===== src/rtl/jump_king_pkg.sv =====
// Shared types and constants for the jump sequencer: FSM phase encoding and
// launch direction codes.
package jump_king_pkg;

  typedef enum logic [2:0] {
    IDLE,
    CHARGE,
    LAUNCH,
    AIRBORNE,
    LAND
  } jump_phase_t;

  localparam logic [1:0] DIR_NONE  = 2'b00;
  localparam logic [1:0] DIR_LEFT  = 2'b01;
  localparam logic [1:0] DIR_RIGHT = 2'b10;

  // Opposing or absent direction keys give a vertical jump.
  function automatic logic [1:0] key_dir(input logic left, input logic right);
    if (left && !right) begin
      return DIR_LEFT;
    end else if (right && !left) begin
      return DIR_RIGHT;
    end
    return DIR_NONE;
  endfunction

endpackage


===== src/rtl/jump_charge_ctl_if.sv =====
// Launch handshake between the jump sequencer (master) and the physics
// datapath (slave).
interface jump_charge_ctl_if #(
  parameter int unsigned VEL_W = 6
);
  logic             launch_req;
  logic             launch_ack;
  logic [VEL_W-1:0] jump_vel;
  logic [1:0]       jump_dir;

  modport master (
    output launch_req,
    output jump_vel,
    output jump_dir,
    input  launch_ack
  );

  modport slave (
    input  launch_req,
    input  jump_vel,
    input  jump_dir,
    output launch_ack
  );
endinterface


===== src/rtl/tick_counter.sv =====
// Tick-enabled wrapping counter with synchronous clear; tc pulses on the
// enabled cycle where the count wraps from MAX_COUNT back to zero.
module tick_counter #(
  parameter int unsigned MAX_COUNT = 2,
  parameter int unsigned CNT_W     = 2
) (
  input  logic clk,
  input  logic rst,
  input  logic clr,
  input  logic en,
  output logic tc
);

  localparam logic [CNT_W-1:0] LastVal = CNT_W'(MAX_COUNT);

  logic [CNT_W-1:0] count_q, count_d;

  assign tc = en && !clr && (count_q == LastVal);

  always_comb begin
    count_d = count_q;
    if (clr) begin
      count_d = '0;
    end else if (en) begin
      count_d = tc ? '0 : count_q + 1'b1;
    end
  end

  always_ff @(posedge clk) begin
    if (rst) begin
      count_q <= '0;
    end else begin
      count_q <= count_d;
    end
  end

endmodule


===== src/rtl/jump_charge_ctl.sv =====
// Jump sequencer: charges velocity while space is held, hands it to physics via
// req/ack, then tracks airborne and landing cooldown. Optional JUMP_AUTO_LAUNCH_EN.
module jump_charge_ctl
  import jump_king_pkg::*;
#(
  parameter int unsigned VEL_W      = 6,
  parameter int unsigned VEL_MIN    = 4,
  parameter int unsigned VEL_MAX    = 20,
  parameter int unsigned STEP_TICKS = 3,
  parameter int unsigned LAND_TICKS = 8
) (
  input  logic              clk,
  input  logic              rst,
  input  logic              tick,
  input  logic              key_space,
  input  logic              key_left,
  input  logic              key_right,
  input  logic              grounded,
  jump_charge_ctl_if.master phys,
  output logic              charging,
  output logic              busy
);

  localparam logic [VEL_W-1:0] VelMin = VEL_W'(VEL_MIN);
  localparam logic [VEL_W-1:0] VelMax = VEL_W'(VEL_MAX);

  jump_phase_t      state_q, state_d;
  logic [VEL_W-1:0] jump_vel_q, jump_vel_d;
  logic [1:0]       jump_dir_q, jump_dir_d;
  logic             launch_req_q, charging_q, busy_q;
  logic             armed_q, armed_d;
  logic             space_rel_q;
  logic             step_tc, land_tc;

  tick_counter #(
    .MAX_COUNT(STEP_TICKS - 1),
    .CNT_W    ($clog2(STEP_TICKS) + 1)
  ) u_step_cnt (
    .clk(clk),
    .rst(rst),
    .clr(state_q != CHARGE),
    .en (state_q == CHARGE && tick && key_space),
    .tc (step_tc)
  );

  tick_counter #(
    .MAX_COUNT(LAND_TICKS - 1),
    .CNT_W    ($clog2(LAND_TICKS) + 1)
  ) u_land_cnt (
    .clk(clk),
    .rst(rst),
    .clr(state_q != LAND),
    .en (state_q == LAND && tick),
    .tc (land_tc)
  );

  always_comb begin
    state_d    = state_q;
    jump_vel_d = jump_vel_q;
    jump_dir_d = jump_dir_q;
    armed_d    = armed_q;
    unique case (state_q)
      IDLE: begin
        if (!grounded) begin
          state_d = AIRBORNE;
          armed_d = 1'b1;
        end else if (key_space && space_rel_q) begin
          state_d    = CHARGE;
          jump_vel_d = VelMin;
        end
      end
      CHARGE: begin
        if (!grounded) begin
          state_d    = AIRBORNE;
          jump_vel_d = '0;
          armed_d    = 1'b1;
        end else if (!key_space) begin
          state_d    = LAUNCH;
          jump_dir_d = key_dir(key_left, key_right);
        end else if (step_tc) begin
          if (jump_vel_q >= VelMax) begin
`ifdef JUMP_AUTO_LAUNCH_EN
            state_d    = LAUNCH;
            jump_dir_d = key_dir(key_left, key_right);
`else
            jump_vel_d = VelMax;
`endif
          end else begin
            jump_vel_d = jump_vel_q + 1'b1;
          end
        end
      end
      LAUNCH: begin
        if (phys.launch_ack) begin
          state_d = AIRBORNE;
          armed_d = 1'b0;
        end
      end
      AIRBORNE: begin
        if (!grounded) begin
          armed_d = 1'b1;
        end else if (armed_q) begin
          state_d = LAND;
        end
      end
      LAND: begin
        if (!grounded) begin
          state_d = AIRBORNE;
          armed_d = 1'b1;
        end else if (land_tc) begin
          state_d    = IDLE;
          jump_vel_d = '0;
          jump_dir_d = DIR_NONE;
        end
      end
      default: state_d = IDLE;
    endcase
  end

  // Status outputs are registered from the next state so they track state_q.
  always_ff @(posedge clk) begin
    if (rst) begin
      state_q      <= IDLE;
      jump_vel_q   <= '0;
      jump_dir_q   <= DIR_NONE;
      armed_q      <= 1'b0;
      space_rel_q  <= 1'b0;
      launch_req_q <= 1'b0;
      charging_q   <= 1'b0;
      busy_q       <= 1'b0;
    end else begin
      state_q      <= state_d;
      jump_vel_q   <= jump_vel_d;
      jump_dir_q   <= jump_dir_d;
      armed_q      <= armed_d;
      space_rel_q  <= ~key_space;
      launch_req_q <= (state_d == LAUNCH);
      charging_q   <= (state_d == CHARGE);
      busy_q       <= (state_d == LAUNCH) || (state_d == AIRBORNE) || (state_d == LAND);
    end
  end

  assign phys.launch_req = launch_req_q;
  assign phys.jump_vel   = jump_vel_q;
  assign phys.jump_dir   = jump_dir_q;
  assign charging        = charging_q;
  assign busy            = busy_q;

endmodule

===== src/flat_wrapper.sv =====
// flat-port wrapper written by rule: the top's interface ports become plain ports
module jump_charge_ctl_flat import jump_king_pkg::*;
#(
  parameter int unsigned VEL_W      = 6,
  parameter int unsigned VEL_MIN    = 4,
  parameter int unsigned VEL_MAX    = 20,
  parameter int unsigned STEP_TICKS = 3,
  parameter int unsigned LAND_TICKS = 8
)
  (clk, rst, tick, key_space, key_left, key_right, grounded, charging, busy, phys_launch_req, phys_jump_vel, phys_jump_dir, phys_launch_ack);
  jump_charge_ctl_if #(.VEL_W(VEL_W)) phys_i ();
  input  logic clk;
  input  logic rst;
  input  logic tick;
  input  logic key_space;
  input  logic key_left;
  input  logic key_right;
  input  logic grounded;
  output logic charging;
  output logic busy;
  output wire logic [$bits(phys_i.launch_req)-1:0] phys_launch_req;
  output wire logic [$bits(phys_i.jump_vel)-1:0] phys_jump_vel;
  output wire logic [$bits(phys_i.jump_dir)-1:0] phys_jump_dir;
  input wire logic [$bits(phys_i.launch_ack)-1:0] phys_launch_ack;
  assign phys_launch_req = phys_i.launch_req;
  assign phys_jump_vel = phys_i.jump_vel;
  assign phys_jump_dir = phys_i.jump_dir;
  assign phys_i.launch_ack = phys_launch_ack;
  jump_charge_ctl #(.VEL_W(VEL_W), .VEL_MIN(VEL_MIN), .VEL_MAX(VEL_MAX), .STEP_TICKS(STEP_TICKS), .LAND_TICKS(LAND_TICKS)) u_core (.clk(clk), .rst(rst), .tick(tick), .key_space(key_space), .key_left(key_left), .key_right(key_right), .grounded(grounded), .phys(phys_i), .charging(charging), .busy(busy));
endmodule

===== config.mk =====
export PLATFORM = sky130hd
export DESIGN_NAME = jump_charge_ctl_flat
export DESIGN_NICKNAME = d
export VERILOG_FILES = /design/src/rtl/jump_king_pkg.sv /design/src/rtl/jump_charge_ctl_if.sv /design/src/rtl/tick_counter.sv /design/src/rtl/jump_charge_ctl.sv /design/src/flat_wrapper.sv
export SDC_FILE = /design/constraint.sdc
export NUM_CORES = 1
export LEC_CHECK = 0
export BUFFER_PORTS_ARGS = -buffer_cell sky130_fd_sc_hd__buf_2
export CORE_AREA = 2 2 52 54
export DETAILED_ROUTE_END_ITERATION = 6
export DIE_AREA = 0 0 54 56
export GPL_TIMING_DRIVEN = 0
export PLACE_DENSITY = 0.85
export SLEW_MARGIN = 10
export SYNTH_ARGS = -nofsm -noshare
export SYNTH_HDL_FRONTEND = slang
export SYNTH_SLANG_ARGS = --single-unit
export TNS_END_PERCENT = 100

===== constraint.sdc =====
create_clock -name clk -period 2.15 [get_ports clk]
set_clock_uncertainty 0.05 [all_clocks]
set_input_delay 0.645 -clock clk [delete_from_list [all_inputs] [get_ports clk]]
set_output_delay 0.645 -clock clk [all_outputs]
set_load 0.02 [all_outputs]

==> results.txt <==
* Status: finished clean
* Biggest fanout along the worst timing path: 8
* Number of storage elements in the synthesis netlist: 23
- STA classifies the critical path endpoint as a register.
- Number of pins exceeding their max-slew limit in the final report: 0
* Warnings, synthesis: 0
* Slew at the pin closest to its max-slew limit: 445 ps
- TritonCTS created 3 clock buffers.
- Relative slew slack: 70.3%
- Final Power: 0.000823 W
- ANT nets after route: 0
- Summed over all cells, the static leakage comes to 0.585 nW.
- Dominant synthesized flop cell: sky130_fd_sc_hd__dfxtp_1
* Cell taking the most area after synthesis: sky130_fd_sc_hd__dfxtp_1
- Top post-synthesis cells by area: sky130_fd_sc_hd__dfxtp_1, sky130_fd_sc_hd__ha_1, sky130_fd_sc_hd__nor2_1
- Count of final setup violators: 0
- Worst reg-to-reg setup slack: 220 ps
* Area taken by multi-input logic gates: 724 sq um
- The final route contains 1,120 vias.
* Number of global-route vias before repair: 1,062
* RSZ-0062 raised after global routing: false
- In this design, the stage delay of the slowest critical-path cell is 470 ps.
- The first detailed-routing pass took 4 iterations.
* GRT Resource Usage Total: 18.4%
* Classification of the worst-slack hold path: register to register
- Pwr dens: 574 mW/mm^2
- The number of antenna violations at the first check in global routing came to 0.
- Synthesis handed over a netlist of 141 instances.
- Maximum clock frequency: 0.519 GHz
- The slowest stage of the critical path is the sky130_fd_sc_hd__or4b_1 cell.
* Sequential cell area in the final layout: 460 sq um
* Simple-gate share of the synthesized area: 25.9%
* Overall overflow remaining after global route: 0
- Clock Sink Count: 23
- Starting Density: 53.0%
- The critical path in this run is classified as register to register.
- Once the clock tree was built, the setup fixing pass inserted 0 buffers.
* Maximum clock insertion buffer count: 2
- DRC violation count after routing: 0
- In this run the most critical hold path is launched from u_core.phys.jump_dir[0].
- Worst vdd ir: 0.325 mV
- Wirelength per Cell: 13.9 um
* End of the worst register-to-register path: u_core.phys.jump_vel[1]
- Number of H-tree levels: 1
- Time the worst path needs with I/O delays and setup: 1930 ps
- Setup tns final: 0 ps
- The number of failing hold endpoints at the final stage came to 0.
- For the worst setup path, the data arrival time is 2130 ps.
- For this block, the initial DRC count from the detailed router was 15.
- Number of flops mapped to enable cells by yosys: 0
* Share of async-settable or async-resettable flops after synthesis: 0%
* Core area: 0.00243 sq mm
* Average cell area after synthesis: 9.14 sq um
* Count of cells resized by post-cts repair: 0
* Share of the synthesized area in compound gates (AO/OA/AOI/OAI): 21.9%
- Number of core rows: 18
* Total standard cell area after synthesis: 0.00129 sq mm
- The post-route netlist has 22.4% of its cells at a drive strength greater than 1.
- Fillcell total: 207
- Combinational family with the most area after synthesis: simple AND/OR/NAND/NOR gates
- Hold buffer count at cts: 0
- Of the total synthesized cell area, the portion taken by full adders, half adders and majority gates is 4.85%.
- Startpoint kind of the worst setup timing path: register
* Cell variety after synth: 44
* Die Wd: 54 um
- TritonCTS built the clock tree.
- The first global-routing pass estimated 4240 um of wire.
- Required time at the worst-slack endpoint: 2350 ps
- After legalization and detailed placement, the total HPWL measured 2000 um.
* GPL Wtd Cong: 0.828
* Die Y-Extent: 56 um
- Traced cell by cell, the critical path runs through ha_1 -> nand4b_4 -> o311a_4 -> or4b_1 -> a21oi_1.
* Floorplan die area: 0.00302 sq mm
- Of the total synthesized cell area, the portion taken by XOR and XNOR cells is 2.72%.
- Part of the cycle the worst path needs: 89.6%
- After detailed routing, the number of vias per cell comes to 5.86.
- Sequential cells were found to cover 35.7% of the synthesized design area.
- The number of nets handed over by synthesis was 154.
* Min-Delay Path Depth: 2
* Top cell type's share of synthesized area: 35.7%
- Antenna diode instance count: 0
- Clock input transition at the sequential cells of the worst setup and hold paths: 130 ps
* Skew-Pair Late Insertion Delay: 310 ps
- Layout area overhead: 11.3%
* Largest net degree at the start of global routing: 14
- For this design the top-level I/O count stands at 19.
- End point of the most critical hold path: u_core.phys.jump_dir[0]
* Share of synthesized area spent on multiplexers: 0.777%
- Net count, final: 175
- Number of buffers added on ports: 16
- Buffer cell driving the clock tree root: sky130_fd_sc_hd__clkbuf_4
- The number of cells on the worst reg-to-reg path is 5.
- Beginning of the worst register-to-register path: u_core.u_land_cnt.count_q[0]
- Summed over all layers, the routed wires come to 2650 um.
- Count of max-cap constraint violations: 0
-- metrics by stage --
step / instances / hold WS [ps] / area, sq um / setup slack, ps / util, %
after global placement: 187 / 402 / 1410 / 69.8 / 57.8
final: 191 / 452 / 1430 / 223 / 59.0
after CTS: 191 / 442 / 1430 / 202 / 59.0
after detailed placement: 187 / 421 / 1410 / 1.25 / 57.8
after floorplan: 141 / 430 / 1290 / 178 / -
after global routing: 191 / 469 / 1430 / 136 / 59.0
-- state kept, by name, summed over array words and instances (netlist names), 2 cells and up --
| signal | flops |
|---|---|
| u_core.phys.jump_vel | 6 |
| u_core.u_land_cnt.count_q | 4 |
| u_core.u_step_cnt.count_q | 3 |
| u_core.phys.jump_dir | 2 |
| u_core.state_q | 3 |
-- power by group --
group | switching, W | internal [W] | total, W
Combinational | 0.0000953 | 0.0000710 | 0.000166
Sequential | 0.0000128 | 0.000442 | 0.000455
Clock | 0.000132 | 0.0000695 | 0.000201
Total | 0.000240 | 0.000583 | 0.000823
-- logic make-up after synthesis --
family          count (synthesis)
buf+inv                        17
flops                          23
xor+xnor                        4
simple gates                   53
fa+ha+maj                       5
compound gates                 38
mux                             1
-- synthesized netlist by cell type, types with 2 or more instances --
| master | instances |
|---|---|
| sky130_fd_sc_hd__dfxtp_1 | 23 |
| sky130_fd_sc_hd__nor2_1 | 14 |
| sky130_fd_sc_hd__a21oi_1 | 10 |
| sky130_fd_sc_hd__inv_1 | 10 |
| sky130_fd_sc_hd__nand3_1 | 9 |
| sky130_fd_sc_hd__o21ai_0 | 9 |
| sky130_fd_sc_hd__ha_1 | 5 |
| sky130_fd_sc_hd__nand2_1 | 4 |
| sky130_fd_sc_hd__nor3_1 | 4 |
| sky130_fd_sc_hd__nor3b_1 | 4 |
| sky130_fd_sc_hd__a311oi_1 | 3 |
| sky130_fd_sc_hd__nor2b_1 | 3 |
| sky130_fd_sc_hd__a211o_2 | 2 |
| sky130_fd_sc_hd__a211oi_1 | 2 |
| sky130_fd_sc_hd__a221oi_1 | 2 |
| sky130_fd_sc_hd__a32o_1 | 2 |
| sky130_fd_sc_hd__buf_6 | 2 |
| sky130_fd_sc_hd__clkbuf_8 | 2 |
| sky130_fd_sc_hd__nand2b_1 | 2 |
| sky130_fd_sc_hd__nand4b_1 | 2 |
| sky130_fd_sc_hd__or4b_1 | 2 |
| sky130_fd_sc_hd__xnor2_1 | 2 |
| sky130_fd_sc_hd__xor2_1 | 2 |
-- cells in the final DEF (no fill, tap or decap), types with 2 or more instances in the layout --
master                     count
sky130_fd_sc_hd__inv_1        10
sky130_fd_sc_hd__nor2b_1       3
sky130_fd_sc_hd__o21ai_0       9
sky130_fd_sc_hd__clkbuf_8      2
sky130_fd_sc_hd__nor3b_1       4
sky130_fd_sc_hd__nand2b_1      2
sky130_fd_sc_hd__xor2_1        2
sky130_fd_sc_hd__a221oi_1      2
sky130_fd_sc_hd__a32o_1        2
sky130_fd_sc_hd__nor2_1       14
sky130_fd_sc_hd__dfxtp_1      23
sky130_fd_sc_hd__clkbuf_4      3
sky130_fd_sc_hd__xnor2_1       2
sky130_fd_sc_hd__or4b_1        2
sky130_fd_sc_hd__ha_1          5
sky130_fd_sc_hd__a311oi_1      3
sky130_fd_sc_hd__a21oi_1      10
sky130_fd_sc_hd__buf_2        17
sky130_fd_sc_hd__nor3_1        4
sky130_fd_sc_hd__nand3_1       9
sky130_fd_sc_hd__a211oi_1      2
sky130_fd_sc_hd__nand2_1       4
sky130_fd_sc_hd__nand4b_1      2
sky130_fd_sc_hd__buf_6         2
sky130_fd_sc_hd__a211o_2       2
-- worst max-delay path by stage --
stage	startpoint	to	slack (ps)	cells past startpoint
after floorplan	tick	u_core.phys.jump_vel[0]	180	5
after global placement	grounded	u_core.phys.jump_vel[0]	70	5
after detailed placement	grounded	u_core.phys.jump_vel[1]	1	5
after CTS	u_core.u_land_cnt.count_q[0]	u_core.phys.jump_vel[1]	200	5
after global routing	u_core.u_land_cnt.count_q[0]	u_core.phys.jump_vel[1]	140	5
final	u_core.u_land_cnt.count_q[0]	u_core.phys.jump_vel[1]	220	5
-- cell type report --
class,instances,share of cell area [%]
timing repair buffer,16,5.58
sequential,23,32.1
tap,30,2.62
clock buffer,3,1.57
inverter,10,2.62
clock inverter,1,0.349
multi-input combinational,101,50.5
buffer,7,4.62
-- metal layers --
layer  wire length, um  vias up  GRT usage (%)
met4                47        0           10.4
met2              1300       23           30.3
met3                93        6           2.42
li1                  -      559              -
met5                 0        -              0
met1              1210      532           22.3
-- worst max-delay path, delay by kind of cell, from the launching register on --
kind            cells  cell delay [ps]
simple gates        2              620
compound gates      2              580
flops               1              390
fa+ha+maj           1              230
(Power assumes the default switching activity.)
